`src/rtl/pipe_types_pkg.sv`:
```
// Shared pipeline types for the hazard controller: controller mode and
// per-latch hold/bubble controls.
package pipe_types_pkg;
   typedef enum logic [1:0] {RUN, MEMWAIT, MULDIV} hazard_state_t;

   typedef struct packed {
      logic stall;
      logic flush;
   } latch_ctrl_t;

   localparam latch_ctrl_t LATCH_GO    = '{stall: 1'b0, flush: 1'b0};
   localparam latch_ctrl_t LATCH_HOLD  = '{stall: 1'b1, flush: 1'b0};
   localparam latch_ctrl_t LATCH_FLUSH = '{stall: 1'b0, flush: 1'b1};

   function automatic int md_width(input int lat);
      return (lat > 1) ? $clog2(lat) : 1;
   endfunction
endpackage

```
`src/rtl/hazard_raw_detect.sv`:
```
// Combinational RAW detector: flags when the ID instruction must wait for an
// EX/MEM producer that the forwarding network cannot satisfy.
module hazard_raw_detect #(
   parameter int REG_W  = 5,
   parameter bit FWD_EN = 1'b1
) (
   input  logic [REG_W-1:0] i_id_rs,
   input  logic [REG_W-1:0] i_id_rt,
   input  logic             i_id_use_rs,
   input  logic             i_id_use_rt,
   input  logic             i_ex_regwrite,
   input  logic             i_ex_memread,
   input  logic [REG_W-1:0] i_ex_wsel,
   input  logic             i_mem_regwrite,
   input  logic [REG_W-1:0] i_mem_wsel,
   output logic             o_raw_stall
);
   logic w_hit_ex;
   logic w_hit_mem;
   logic w_fwd;

   // Register 0 is hardwired, so a write to it never creates a dependency.
   assign w_hit_ex = i_ex_regwrite && (i_ex_wsel != '0) &&
                     ((i_id_use_rs && (i_id_rs == i_ex_wsel)) ||
                      (i_id_use_rt && (i_id_rt == i_ex_wsel)));
   assign w_hit_mem = i_mem_regwrite && (i_mem_wsel != '0) &&
                      ((i_id_use_rs && (i_id_rs == i_mem_wsel)) ||
                       (i_id_use_rt && (i_id_rt == i_mem_wsel)));
   assign w_fwd = FWD_EN;

   assign o_raw_stall = w_fwd ? (w_hit_ex && i_ex_memread) : (w_hit_ex || w_hit_mem);
endmodule

```
`src/rtl/hazard_ctrl.sv`:
```
// Pipeline hazard controller: memory freeze, mul/div interlock, redirect
// (held across freezes), RAW and fetch-miss stalls, plus stall/flush counters.
module hazard_ctrl
   import pipe_types_pkg::*;
#(
   parameter int REG_W      = 5,
   parameter bit FWD_EN     = 1'b1,
   parameter int MULDIV_LAT = 4,
   parameter int CNT_W      = 32
) (
   input  logic             CLK,
   input  logic             RST,
   input  logic [REG_W-1:0] id_rs,
   input  logic [REG_W-1:0] id_rt,
   input  logic             id_use_rs,
   input  logic             id_use_rt,
   input  logic             ex_regwrite,
   input  logic             ex_memread,
   input  logic [REG_W-1:0] ex_wsel,
   input  logic             mem_regwrite,
   input  logic [REG_W-1:0] mem_wsel,
   input  logic             mem_dren,
   input  logic             mem_dwen,
   input  logic             dhit,
   input  logic             ihit,
   input  logic             ex_redirect,
   input  logic             ex_muldiv_start,
   output logic             pc_en,
   output logic             stall_if_id,
   output logic             stall_id_ex,
   output logic             stall_ex_mem,
   output logic             stall_mem_wb,
   output logic             flush_if_id,
   output logic             flush_id_ex,
   output logic             flush_ex_mem,
   output logic             muldiv_busy,
   output logic [CNT_W-1:0] stall_cnt,
   output logic [CNT_W-1:0] flush_cnt
);
   localparam int               MD_W    = md_width(MULDIV_LAT);
   localparam logic [MD_W-1:0]  MD_LOAD = MD_W'(MULDIV_LAT - 1);

   logic [MD_W-1:0]  r_md_cnt;
   logic             r_redirect_pend;
   logic [CNT_W-1:0] r_stall_cnt;
   logic [CNT_W-1:0] r_flush_cnt;

   logic            w_mem_wait;
   logic            w_raw_stall;
   logic            w_redir;
   logic            w_redir_apply;
   hazard_state_t   w_state;
   logic            w_pc_en;
   logic            w_stall_mem_wb;
   latch_ctrl_t     w_if_id;
   latch_ctrl_t     w_id_ex;
   latch_ctrl_t     w_ex_mem;

   hazard_raw_detect #(
      .REG_W  (REG_W),
      .FWD_EN (FWD_EN)
   ) u_raw (
      .i_id_rs        (id_rs),
      .i_id_rt        (id_rt),
      .i_id_use_rs    (id_use_rs),
      .i_id_use_rt    (id_use_rt),
      .i_ex_regwrite  (ex_regwrite),
      .i_ex_memread   (ex_memread),
      .i_ex_wsel      (ex_wsel),
      .i_mem_regwrite (mem_regwrite),
      .i_mem_wsel     (mem_wsel),
      .o_raw_stall    (w_raw_stall)
   );

   assign w_mem_wait    = (mem_dren || mem_dwen) && !dhit;
   assign w_state       = w_mem_wait ? MEMWAIT : ((r_md_cnt != '0) ? MULDIV : RUN);
   assign w_redir       = ex_redirect || r_redirect_pend;
   assign w_redir_apply = !RST && (w_state == RUN) && w_redir;

   always_comb begin
      w_pc_en        = 1'b1;
      w_stall_mem_wb = 1'b0;
      w_if_id        = LATCH_GO;
      w_id_ex        = LATCH_GO;
      w_ex_mem       = LATCH_GO;
      if (RST) begin
         w_pc_en        = 1'b0;
         w_stall_mem_wb = 1'b1;
         w_if_id        = LATCH_HOLD;
         w_id_ex        = LATCH_HOLD;
         w_ex_mem       = LATCH_HOLD;
      end else begin
         case (w_state)
            MEMWAIT: begin
               w_pc_en        = 1'b0;
               w_stall_mem_wb = 1'b1;
               w_if_id        = LATCH_HOLD;
               w_id_ex        = LATCH_HOLD;
               w_ex_mem       = LATCH_HOLD;
            end
            MULDIV: begin
               // Mul/div keeps EX; MEM receives bubbles until it finishes.
               w_pc_en  = 1'b0;
               w_if_id  = LATCH_HOLD;
               w_id_ex  = LATCH_HOLD;
               w_ex_mem = LATCH_FLUSH;
            end
            default: begin
               if (w_redir) begin
                  w_if_id = LATCH_FLUSH;
                  w_id_ex = LATCH_FLUSH;
               end else if (w_raw_stall) begin
                  w_pc_en = 1'b0;
                  w_if_id = LATCH_HOLD;
                  w_id_ex = LATCH_FLUSH;
               end else if (!ihit) begin
                  w_pc_en = 1'b0;
                  w_if_id = LATCH_FLUSH;
               end
            end
         endcase
      end
   end

   always_ff @(posedge CLK) begin
      if (RST) begin
         r_md_cnt        <= '0;
         r_redirect_pend <= 1'b0;
         r_stall_cnt     <= '0;
         r_flush_cnt     <= '0;
      end else begin
         if (!w_mem_wait) begin
            if (r_md_cnt != '0) begin
               r_md_cnt <= r_md_cnt - MD_W'(1);
            end else if (ex_muldiv_start) begin
               r_md_cnt <= MD_LOAD;
            end
         end
         // A redirect seen while frozen is latched so it survives its source dropping.
         if (w_mem_wait && ex_redirect) begin
            r_redirect_pend <= 1'b1;
         end else if (w_redir_apply) begin
            r_redirect_pend <= 1'b0;
         end
         if (!w_pc_en) begin
            r_stall_cnt <= r_stall_cnt + CNT_W'(1);
         end
         if (w_redir_apply) begin
            r_flush_cnt <= r_flush_cnt + CNT_W'(1);
         end
      end
   end

   assign pc_en        = w_pc_en;
   assign stall_if_id  = w_if_id.stall;
   assign stall_id_ex  = w_id_ex.stall;
   assign stall_ex_mem = w_ex_mem.stall;
   assign stall_mem_wb = w_stall_mem_wb;
   assign flush_if_id  = w_if_id.flush;
   assign flush_id_ex  = w_id_ex.flush;
   assign flush_ex_mem = w_ex_mem.flush;
   assign muldiv_busy  = !RST && (r_md_cnt != '0);
   assign stall_cnt    = r_stall_cnt;
   assign flush_cnt    = r_flush_cnt;
endmodule

```
`config.mk`:
```
export PLATFORM = sky130hd
export DESIGN_NAME = hazard_ctrl
export DESIGN_NICKNAME = d
export VERILOG_FILES = /design/src/rtl/pipe_types_pkg.sv /design/src/rtl/hazard_raw_detect.sv /design/src/rtl/hazard_ctrl.sv
export SDC_FILE = /design/constraint.sdc
export NUM_CORES = 1
export LEC_CHECK = 0
export BUFFER_PORTS_ARGS = -buffer_cell sky130_fd_sc_hd__clkbuf_2
export CAP_MARGIN = 10
export CELL_PAD_IN_SITES_DETAIL_PLACEMENT = 1
export CELL_PAD_IN_SITES_GLOBAL_PLACEMENT = 1
export CORE_AREA = 3 3 107 88
export DETAILED_ROUTE_END_ITERATION = 8
export DIE_AREA = 0 0 110 91
export GPL_TIMING_DRIVEN = 0
export HOLD_SLACK_MARGIN = 0.03
export PLACE_DENSITY_LB_ADDON = 0.1
export SKIP_LAST_GASP = 1
export SYNTH_ARGS = -nofsm -noshare
export SYNTH_HDL_FRONTEND = slang
export SYNTH_SLANG_ARGS = --single-unit
```
`constraint.sdc`:
```
create_clock -name CLK -period 4.15 [get_ports CLK]
set_clock_uncertainty 0.2 [all_clocks]
set_input_delay 0.415 -clock CLK [delete_from_list [all_inputs] [get_ports CLK]]
set_output_delay 0.415 -clock CLK [all_outputs]
set_load 0.005 [all_outputs]
```
==> impl_summary.log, run 1 <==
INFO  metric dpl.cell_count = 619
INFO  metric share_seq_of_total_power = 0.440
INFO  metric core.rowCount = 30
INFO  metric postSynthRegisterBits = 67
INFO  metric path_clk_slew = ~0.070 ns
INFO  metric p_int = ~0.0012 W
INFO  metric post_cts_resize_count = 0
INFO  metric yosysWarningCount = 0
INFO  metric postCtsSetupRepairBufs = 0
INFO  metric finalSetupViolations = 0
INFO  metric clock.fmax = around 350 MHz
INFO  metric setup.reg_to_reg.worst_slack = roughly 1.5 ns
INFO  metric report.final.hold_viol_count = 0
INFO  metric clock_latency = ~0.36 ns
INFO  metric critical-path-slowest-cell = dfxtp_1
INFO  metric areaGrowthSynthToFinish = 26.6%
INFO  metric synthDominantCellAreaShare = 0.399
INFO  metric rsz0062_at_grt = false
INFO  metric place.port_buffers = 98
INFO  metric fp.dieH = ~91 µm
INFO  metric timing.rr.end = flush_cnt[15]$_SDFFE_PP0P_
INFO  metric startpoint_type = register
INFO  metric gp_congestion = 0.847
INFO  metric number_of_global_route_vias_before_repair = about 3600
INFO  metric ctsHoldBuffers = 0
INFO  metric global_route.usage.total = 0.222
INFO  metric worst_r2r_startpoint = r_md_cnt[0]$_SDFFE_PP0P_
INFO  metric outcome = finished clean
INFO  metric ys.flop_type = dfxtp_1
INFO  metric crit_required = ~3.5 ns
INFO  metric min_delay_endpoint = r_redirect_pend$_SDFFE_PP0P_
INFO  metric clockRootBuffer = clkbuf_8
INFO  metric clock_sink_count = 67
INFO  metric synth_commonest_cells = dfxtp_1 (67), nor2_1 (40), a21oi_1 (38), or3_1 (30), nand4_1 (27)
INFO  metric worst_setup_path_end_kind = output pin
INFO  metric die_w = 110 µm
INFO  metric power = 0.00151 W
INFO  metric power.share.switching = 0.233
INFO  metric final.fill_count = 1088
INFO  metric powerDensity = 355 mW/mm²
INFO  metric initial_core_utilization = 0.398
INFO  metric worstPathArrival = ~2.2 ns
INFO  metric vias_per_cell = between 5 and 6
INFO  metric vias = approximately 3500
INFO  metric critical_path.n_buffers_inverters = 4
INFO  metric finish.net_count = 554
INFO  metric timing.slew.headroom = 0.589
INFO  metric drv_slew = 0
INFO  metric ios = 106
INFO  metric htree_num_levels = 3
INFO  metric gr-total-overflow = 0
INFO  metric ant_nets = 0
INFO  metric number_of_design_rule_violations_left_after_detail_routing = 0
INFO  metric maximum_capacitance_violations = 0
INFO  metric fin_crit = 2.84 ns
INFO  metric synth_enable_flop_cells = 0
INFO  metric antenna_found_initial = 0
INFO  metric min_period_over_period = 0.685
INFO  metric rr_worst_depth = 8
INFO  metric path_class = register to output pin
INFO  metric synth-seq-area-share = 0.399
INFO  metric routedWlPerCell = 17.0 µm
INFO  metric worst_pin_slew = 0.612 ns
INFO  metric dominant_cell_by_count_in_the_synthesized_netlist = dfxtp_1
INFO  metric syn_area = 0.00336 mm²
INFO  metric share_of_synthesized_registers_carrying_an_async_set_or_reset = 0
INFO  metric holdCritStartpoint = ex_redirect
INFO  metric switching_power = 0.000353 W
INFO  metric comb_power_share = 0.078
INFO  metric max_rail_drop_vdd = 0.000152 V
INFO  metric core_area = 0.00845 mm²
INFO  metric largest_stage_delay_on_the_critical_path = 0.33 ns
INFO  metric final_cell_count_no_fill = 634
INFO  metric number_of_gates_on_the_worst_path_with_buffers_counted = 8
INFO  metric dieArea = 0.0100 mm²
INFO  metric leakagePower = roughly 1.7 nW
INFO  metric crit_fanout = 10
INFO  metric pin_count_of_the_biggest_net_entering_global_routing = 13
INFO  metric yosysTopAreaCell = dfxtp_1
INFO  metric layout-drive-gt1-share = 0.259
INFO  metric cpLargestDelayFamily = buffers and inverters
INFO  metric tritoncts_clock_tree = yes
INFO  metric synth_area_leaders = dfxtp_1 (40%), xor2_1 (6.3%), a21oi_1 (5.7%)
INFO  metric routed_wl = ~11000 µm
INFO  metric holdCritPathClass = input port to register
INFO  metric number_of_diodes = 0
INFO  metric setup_tns = 0 ns
INFO  metric syn_area_per_cell = 8.21 µm²
INFO  metric drt_iter0_drc = 138
INFO  metric timing.critical_path.cells = inv_1, ha_1, and3_1, nand2_1, a31oi_1, buf_2, buf_6, clkbuf_2
INFO  metric p_clk_frac = 0.482
INFO  metric multi_input_area = 0.00187 mm²
INFO  metric first_pass_drt_iterations = 4
INFO  metric syn-num-nets = between 400 and 500
INFO  metric grt_first_pass_wirelength = approximately 18000 µm
INFO  metric synthesized_instance_count = a little over 400
INFO  metric cts_buffers = 9
INFO  metric synth_cell_types = 41
INFO  metric hpwl = 7890 µm
INFO  metric register_area = 0.00134 mm²
INFO  metric whs_path_depth = 3
INFO  metric clock_path_buffers = 2
## layout by cell type (no fill, tap or decap), drive strengths merged
cell type	instances
clkbuf	118
dfxtp	67
nor2	40
a21oi	38
or3	30
o21ai	29
nand4	27
nand2	26
xor2	24
nand3	22
and3	15
xnor2	13
buf	13
inv	10
and4	7
o31ai	5
or4	5
nor3	4
and2	4
bufinv	4
a211oi	3
ha	3
or2	3
o21a	2
a31oi	2
o22ai	1
o311a	1
o21bai	1
nand2b	1
a22oi	1
nor4	1
mux2i	1
clkinv	1
## worst register-to-register path, stage by stage, from the launching register on
cell and delay (ns):
dfxtp_1 0.33, inv_1 0.06, ha_1 0.29, nand4_1 0.32, nor3_1 0.59, buf_2 0.36, nand3_1 0.12, xor2_1 0.20
nor2_1 0.07
## worst max path at each step
stage                             startpoint  endpoint  slack, ns
floorplan                         ex_wsel[1]     pc_en       1.89
global placement                  ex_wsel[1]     pc_en       1.39
detailed placement                ex_wsel[1]     pc_en       1.36
CTS                 r_md_cnt[0]$_SDFFE_PP0P_     pc_en       1.33
global route        r_md_cnt[0]$_SDFFE_PP0P_     pc_en       1.18
finish              r_md_cnt[0]$_SDFFE_PP0P_     pc_en       1.31
## power groups by stage
stage	combinational (W)	sequential [W]	clock, W
floorplan	0.0000649	0.000676	0
global placement	0.000113	0.000678	0
detailed placement	0.000118	0.000680	0
CTS	0.000119	0.000665	0.000740
global route	0.000133	0.000667	0.000769
finish	0.000117	0.000665	0.000728
## registers in the layout, indices dropped and copies added, names as in the netlist
name             flops
r_md_cnt             2
flush_cnt           32
r_redirect_pend      1
stall_cnt           32
## cell type report
| class | count | area share |
|---|---|---|
| Multi-Input combinational cell | 309 | 0.439 |
| Sequential cell | 67 | 0.316 |
| Timing Repair Buffer | 98 | 0.115 |
| Tap cell | 112 | 0.0330 |
| Clock inverter | 6 | 0.0324 |
| Clock buffer | 9 | 0.0291 |
| Buffer | 24 | 0.0277 |
| Inverter | 9 | 0.00795 |
## logic make-up after synthesis
logic type,after synthesis,share of synthesized area
AOI/OAI and AO/OA,83,0.138
xor gates and xnor gates,37,0.0965
adders and majority gates,3,0.0112
buffers and inverters,33,0.0451
DFF,67,0.399
muxes,1,0.00298
and+or+nand+nor,185,0.307
## stage by stage
step | hold slack [ns] | instance area, µm² | utilization | setup WS [ns]
4_1_cts | 0.179 | 4250 | 0.503 | 1.33
3_3_place_gp | 0.250 | 3990 | 0.472 | 1.39
2_1_floorplan | 0.237 | 3360 | - | 1.89
3_5_place_dp | 0.271 | 3990 | 0.472 | 1.36
6_report | 0.183 | 4250 | 0.503 | 1.31
5_1_grt | 0.205 | 4250 | 0.503 | 1.18
## per-layer routing
metal | GRT usage | vias up | wire length [µm]
met5 | 0 | - | 0
met4 | 0.0633 | 0 | 203
met3 | 0.0611 | 18 | 618
met2 | 0.346 | 100 | 4980
met1 | 0.297 | 1721 | 4960
li1 | - | 1680 | -
Power figures use the tool's default switching activity.
==> run 2: changes to the inputs <==
- CORE_AREA: 3 3 107 88 -> 3 3 111 92
- DIE_AREA: 0 0 110 91 -> 0 0 114 95
- clock period: 4.15 -> 2.65 ns (I/O delays scaled with it)
==> run 2 against run 1 <==
Net effect:
- die area rose by 8.2%
- cell area rose by 1.4%
- non-clock buffer count rose by 1
- sequential power rose by 56%
- flip-flop and latch count did not move
- utilization fell by 2.8 points
- first-iteration DRC count fell by 22%
- worst hold slack got worse by 0.081 ns
- clock power rose by 54%
- cell count rose by 0.79%
- highest routed layer unchanged
- register-to-register slack got worse by 1.4 ns
- combinational power rose by 55%
==> impl_summary.log, run 2 (same netlist as run 1, synthesis figures left out) <==
INFO  metric outcome = finished clean
INFO  metric report.final.hold_viol_count = 0
INFO  metric grt_first_pass_wirelength = around 17000 µm
INFO  metric worstPathArrival = roughly 2.6 ns
INFO  metric register_area = 0.00134 mm²
INFO  metric number_of_design_rule_violations_left_after_detail_routing = 0
INFO  metric core.rowCount = 31
INFO  metric maximum_capacitance_violations = 0
INFO  metric gp_congestion = 0.760
INFO  metric tritoncts_clock_tree = yes
INFO  metric leakagePower = 1.74 nW
INFO  metric initial_core_utilization = 0.370
INFO  metric finish.net_count = 555
INFO  metric fp.dieH = 95 µm
INFO  metric cts_buffers = 9
INFO  metric met1_usage = 0.264
INFO  metric pin_count_of_the_biggest_net_entering_global_routing = 12
INFO  metric startpoint_type = input port
INFO  metric global_route.usage.total = 0.195
INFO  metric vias = about 3400
INFO  metric final.fill_count = 1171
INFO  metric worst_pin_slew = 0.620 ns
INFO  metric powerDensity = 543 mW/mm²
INFO  metric place.port_buffers = approximately 100
INFO  metric clockRootBuffer = clkbuf_16
INFO  metric drt_iter0_drc = 107
INFO  metric gr-total-overflow = 0
INFO  metric first_pass_drt_iterations = 4
INFO  metric multi_input_area = 0.00189 mm²
INFO  metric core_area = 0.00908 mm²
INFO  metric fin_crit = around 2.6 ns
INFO  metric routed_wl = 10300 µm
INFO  metric path_clk_slew = 0.06 ns
INFO  metric min_period_over_period = 0.972
INFO  metric routedWlPerCell = 16.1 µm
INFO  metric dieArea = 0.0108 mm²
INFO  metric met3_usage = 0.0506
INFO  metric path_class = input port to register
INFO  metric ios = 106
INFO  metric mostFrequentLayoutCells = clkbuf_2 (98), dfxtp_1 (66), nor2_1 (40)
INFO  metric clock_path_buffers = 2
INFO  metric finalSetupViolations = 0
INFO  metric finish.utilization = 0.475
INFO  metric htree_num_levels = 3
INFO  metric areaGrowthSynthToFinish = 28.4%
INFO  metric ant_nets = 0
INFO  metric globalRouteMet2Util = 0.302
INFO  metric die_w = 114 µm
INFO  metric layout-drive-gt1-share = 0.267
INFO  metric clock.fmax = just under 400 MHz
INFO  metric power = 0.00234 W
INFO  metric clock_sink_count = 67
INFO  metric final_cell_count_no_fill = 639
INFO  metric number_of_global_route_vias_before_repair = 3339
INFO  metric crit_fanout = 10
INFO  metric max_rail_drop_vdd = about 0.00031 V
INFO  metric antenna_found_initial = 0
INFO  metric vias_per_cell = 5.34
INFO  metric finalHoldWorstSlack = 0.101 ns
INFO  metric dpl.cell_count = between 600 and 700
INFO  metric worst_setup_path_end_kind = register
INFO  metric setup.reg_to_reg.worst_slack = approximately 0.11 ns
INFO  metric rsz0062_at_grt = true
INFO  metric timing.slew.headroom = 0.583
INFO  metric holdCritPathClass = input port to register
INFO  metric clock_latency = 0.33 ns
INFO  metric number_of_diodes = 0
INFO  metric crit_required = 2.65 ns
INFO  metric layout_commonest_cell = clkbuf_2
INFO  metric gr-max-usage-layer = met2
INFO  metric postCtsSetupRepairBufs = 0
INFO  metric hpwl = 7750 µm
INFO  metric drv_slew = 0
[run 2: cell type report]
cell class | instances | share of cell area
well taps | 115 | 0.0334
flip-flops and latches | 67 | 0.311
plain buffers | 24 | 0.0284
inverters | 9 | 0.00784
clock buffers | 11 | 0.0586
repair buffers | 99 | 0.116
multi-input cells | 309 | 0.438
clock inverters | 5 | 0.00638
[run 2: where the power goes]
part | total (W) | internal (W) | switching [W]
combinational | 0.000181 | 0.0000753 | 0.000106
clock | 0.00112 | 0.000677 | 0.000441
sequential | 0.00104 | 0.00102 | 0.0000199
[run 2: metal layers]
layer  up-vias  share of wire  wire (µm)
met5         -              0          0
met4         0          0.012        126
met3        11          0.048        491
met2        81           0.45       4670
met1      1627           0.49       4990
li1       1692              -          -
[run 2: worst paths after layout]
kind,start,to,cells after the start
min,dhit,r_md_cnt[0]$_SDFFE_PP0P_,4
min reg2reg,r_md_cnt[0]$_SDFFE_PP0P_,r_md_cnt[0]$_SDFFE_PP0P_,1
max,ex_redirect,stall_cnt[29]$_SDFFE_PP0N_,9
max reg2reg,stall_cnt[3]$_SDFFE_PP0N_,stall_cnt[29]$_SDFFE_PP0N_,9
[run 2: repair_timing]
action | in CTS | in global routing
hold buffers | 1 | 0
endpoints found under the hold margin | 1 | 0
resized for setup | 2 | 5
endpoints found under the setup margin | 2 | 7
[run 2: metrics by stage]
step / setup slack, ns / setup TNS (ns) / area (µm²)
after floorplan: 0.542 / 0 / 3360
after global placement: 0.137 / 0 / 3990
after detailed placement: 0.0424 / 0 / 3990
after CTS: 0.0541 / 0 / 4290
after global routing: -0.0539 / -0.154 / 4310
final: 0.0733 / 0 / 4310
[run 2: worst max-delay path, cell delays in order]
cell and delay, ns:
dlygate4sd3_1 0.54, clkbuf_2 0.13, or3_1 0.38, a211oi_1 0.32
a31oi_2 0.13, clkbuf_4 0.25, buf_4 0.21, o31ai_1 0.27
a21oi_1 0.09
==> run 3: changes to the inputs <==
- CORE_AREA: 3 3 111 92 -> 3 3 116 96
- CTS_CLUSTER_DIAMETER: not set -> 200
- DIE_AREA: 0 0 114 95 -> 0 0 119 99
- SYNTH_HIERARCHICAL: not set -> 1
==> run 3 against run 2 <==
Net effect:
- count of clock-buffer cells in the layout did not move
- flip-flop and latch count did not move
- die area rose by 8.8%
- synthesized area rose by 13%
- critical endpoint is now pc_en
- largest power group unchanged
- highest routed layer unchanged
==> impl_summary.log, run 3 <==
INFO  metric clock_sink_count = 67
INFO  metric cp-startpoint = ex_wsel[1]
INFO  metric holdCritPathClass = input port to register
INFO  metric synth_cell_types = 46
INFO  metric share_seq_of_total_power = 0.391
INFO  metric rr_worst_depth = 8
INFO  metric power.share.switching = 0.226
INFO  metric layout_commonest_cell = clkbuf_2
INFO  metric worst_setup_path_end_kind = output pin
INFO  metric number_of_global_route_vias_before_repair = between 3000 and 4000
INFO  metric outcome = finished clean
INFO  metric syn_area = between 0.003 and 0.004 mm²
INFO  metric global_route.usage.total = 0.204
INFO  metric timing.slew.headroom = 0.596
INFO  metric clock.fmax = 382 MHz
INFO  metric routedWlPerCell = 16.8 µm
INFO  metric synth_area_leaders = dfxtp_1 (35%), mux2_2 (8.6%), nor2b_1 (4.8%)
INFO  metric die_w = 119 µm
INFO  metric maximum_capacitance_violations = 0
INFO  metric dpl.cell_count = roughly 690
INFO  metric finalSetupViolations = 0
INFO  metric vias = between 3000 and 4000
INFO  metric synthDominantCellAreaShare = 0.355
INFO  metric routed_wl = roughly 12000 µm
INFO  metric first_pass_drt_iterations = 4
INFO  metric crit_required = about 2.2 ns
INFO  metric drv_slew = 0
INFO  metric switching_power = 0.000600 W
INFO  metric comb_power_share = 0.089
INFO  metric min_period_over_period = 0.987
INFO  metric ant_nets = 0
INFO  metric fp.dieH = 99 µm
INFO  metric final_cell_count_no_fill = 713
INFO  metric number_of_diodes = 0
INFO  metric place.port_buffers = about 100
INFO  metric synth.mux.area_fraction = 0.0916
INFO  metric synth_enable_flop_cells = 0
INFO  metric setup.reg_to_reg.worst_slack = 0.11 ns
INFO  metric core.rowCount = 33
INFO  metric path_clk_slew = 0.05 ns
INFO  metric hpwl = 8590 µm
INFO  metric dominant_cell_by_count_in_the_synthesized_netlist = dfxtp_1
INFO  metric p_int = 0.00206 W
INFO  metric worst_r2r_startpoint = r_md_cnt[0]$_SDFFE_PP0P_
INFO  metric largest_stage_delay_on_the_critical_path = 0.54 ns
INFO  metric initial_core_utilization = 0.374
INFO  metric clock_latency = 0.33 ns
INFO  metric synth-seq-area-share = 0.355
INFO  metric placedInstanceArea = roughly 0.0045 mm²
INFO  metric yosysTopAreaCell = dfxtp_1
INFO  metric gp_congestion = 0.751
INFO  metric pin_count_of_the_biggest_net_entering_global_routing = 12
INFO  metric clock_path_buffers = 2
INFO  metric report.final.hold_viol_count = 0
INFO  metric clockRootBuffer = clkbuf_16
INFO  metric ys.flop_type = dfxtp_1
INFO  metric number_of_design_rule_violations_left_after_detail_routing = 0
INFO  metric synth_top_family_by_area = simple AND/OR/NAND/NOR gates
INFO  metric critical-path-slowest-cell = or4_1
INFO  metric timing.rr.end = flush_cnt[27]$_SDFFE_PP0P_
INFO  metric fin_crit = 2.62 ns
INFO  metric vias_per_cell = 5.55
INFO  metric layout-drive-gt1-share = 0.328
INFO  metric ios = 106
INFO  metric syn-num-nets = 488
INFO  metric critPathCapture = pc_en
INFO  metric crit_top_cell = clkbuf_2
INFO  metric finish.net_count = 604
INFO  metric worstPathArrival = 2.15 ns
INFO  metric dp_slack = -0.524 ns
INFO  metric yosysWarningCount = 6
INFO  metric worst_slack = 0.0335 ns
INFO  metric startpoint_type = input port
INFO  metric path_class = input port to output pin
INFO  metric postSynthRegisterBits = 67
INFO  metric synthesized_instance_count = 452
INFO  metric core_area = ~0.01 mm²
INFO  metric final.fill_count = 1236
INFO  metric timing.critical_path.cells = clkbuf_2, or4_1, o211ai_2, a21oi_2, nand2b_4, a2111oi_4, buf_6, buf_8, clkbuf_2
INFO  metric tritoncts_clock_tree = yes
INFO  metric cts_buffers = 9
INFO  metric mostFrequentLayoutCells = clkbuf_2 (101), dfxtp_1 (65), nor2_1 (41)
INFO  metric synthSimpleGateAreaFrac = 0.339
INFO  metric final_cell_area = 0.00496 mm²
INFO  metric areaGrowthSynthToFinish = 31.2%
INFO  metric syn_area_per_cell = 8.37 µm²
INFO  metric grt_first_pass_wirelength = 19800 µm
INFO  metric share_of_synthesized_registers_carrying_an_async_set_or_reset = 0
INFO  metric rsz0062_at_grt = true
INFO  metric yosys.area_share.xor_xnor = 0.0301
INFO  metric antenna_found_initial = 0
INFO  metric worst_pin_slew = 0.607 ns
INFO  metric leakagePower = 1.88 nW
INFO  metric htree_num_levels = 3
INFO  metric drt_iter0_drc = 139
INFO  metric setup_tns = 0 ns
INFO  metric synth_commonest_cells = dfxtp_1 (67), nor2_1 (41), a21oi_1 (31), mux2_2 (29), nor2b_1 (29)
INFO  metric dieArea = 0.0118 mm²
INFO  metric post_synthesis_compound_gate_area_fraction = 0.125
INFO  metric post_synthesis_share_of_cell_area_spent_on_full_adders_half_adders_and_majority_gates = 0.00992
INFO  metric powerDensity = 536 mW/mm²
INFO  metric gr-total-overflow = 0
INFO  metric max_rail_drop_vdd = 0.000325 V
INFO  metric p_clk_frac = 0.520
INFO  metric crit_fanout = 6
-- run 3: cell count changes after synthesis, sizes merged, moves of 15 or more --
cell,before,now
nor4,1,28
o21ai,29,13
mux2,0,29
or3,30,15
or4,5,23
nor2b,0,29
-- run 3: final cells by class --
class | count | area, µm² | area share
Multi-Input combinational cell | 341 | 2340 | 0.472
Sequential cell | 67 | 1340 | 0.271
Timing Repair Buffer | 105 | 547 | 0.110
Clock buffer | 11 | 243 | 0.0489
Tap cell | 140 | 175 | 0.0353
Buffer | 32 | 168 | 0.0338
Clock inverter | 5 | 100 | 0.0202
Inverter | 12 | 45.0 | 0.00908
-- run 3: repair_timing --
action,4_1_cts,5_1_grt
pin swaps,1,3
resized for setup,7,23
setup endpoints to repair,29,35
hold buffers,1,0
endpoints found under the hold margin,1,0
setup buffers,2,3
-- run 3: power by group through the flow --
stage / clock network [W] / logic [W] / registers [W]
floorplan: 0 / 0.000122 / 0.00106
global placement: 0 / 0.000204 / 0.00106
detailed placement: 0 / 0.000214 / 0.00106
CTS: 0.00142 / 0.000227 / 0.00104
global route: 0.00146 / 0.000265 / 0.00104
finish: 0.00138 / 0.000236 / 0.00104
-- run 3: worst min-delay path by stage --
stage / slack (ns) / to / cells past startpoint / from
after floorplan: 0.20 / r_redirect_pend$_SDFFE_PP0P_ / 2 / ex_redirect
after global placement: 0.26 / r_md_cnt[0]$_SDFFE_PP0P_ / 1 / r_md_cnt[0]$_SDFFE_PP0P_
after detailed placement: 0.27 / r_md_cnt[0]$_SDFFE_PP0P_ / 1 / r_md_cnt[0]$_SDFFE_PP0P_
after CTS: 0.07 / r_md_cnt[1]$_SDFFE_PP0P_ / 3 / ex_muldiv_start
after global routing: 0.11 / r_md_cnt[1]$_SDFFE_PP0P_ / 3 / ex_muldiv_start
final: 0.09 / r_md_cnt[1]$_SDFFE_PP0P_ / 3 / ex_muldiv_start
-- run 3: worst max-delay path: cells and delay by family --
family,cells,cell delay [ns]
AO/OA/AOI/OAI,3,0.72
AND/OR/NAND/NOR,2,0.68
buffers and inverters,4,0.48
-- run 3: kinds of logic after synthesis --
family,count (synthesis)
AO/OA/AOI/OAI,73
XOR/XNOR,13
multiplexers,31
flip-flops,67
adder cells (fa/ha/maj),3
AND/OR/NAND/NOR,221
buffers and inverters,44
-- run 3: per-stage QoR --
stage | hold WS (ns) | total power [W] | utilization
after global placement | 0.264 | 0.00126 | 0.441
final | 0.0876 | 0.00266 | 0.491
after floorplan | 0.201 | 0.00118 | -
after CTS | 0.0733 | 0.00269 | 0.480
after detailed placement | 0.274 | 0.00127 | 0.441
after global routing | 0.115 | 0.00276 | 0.491
-- run 3: metal layers --
layer | track usage | routed length [µm] | vias to the layer above | part of all wire
li1 | - | - | 1914 | -
met1 | 0.266 | 5650 | 1935 | 0.47
met2 | 0.337 | 5600 | 96 | 0.47
met3 | 0.0505 | 584 | 11 | 0.049
met4 | 0.0588 | 107 | 0 | 0.0090
met5 | 0 | 0 | - | 0
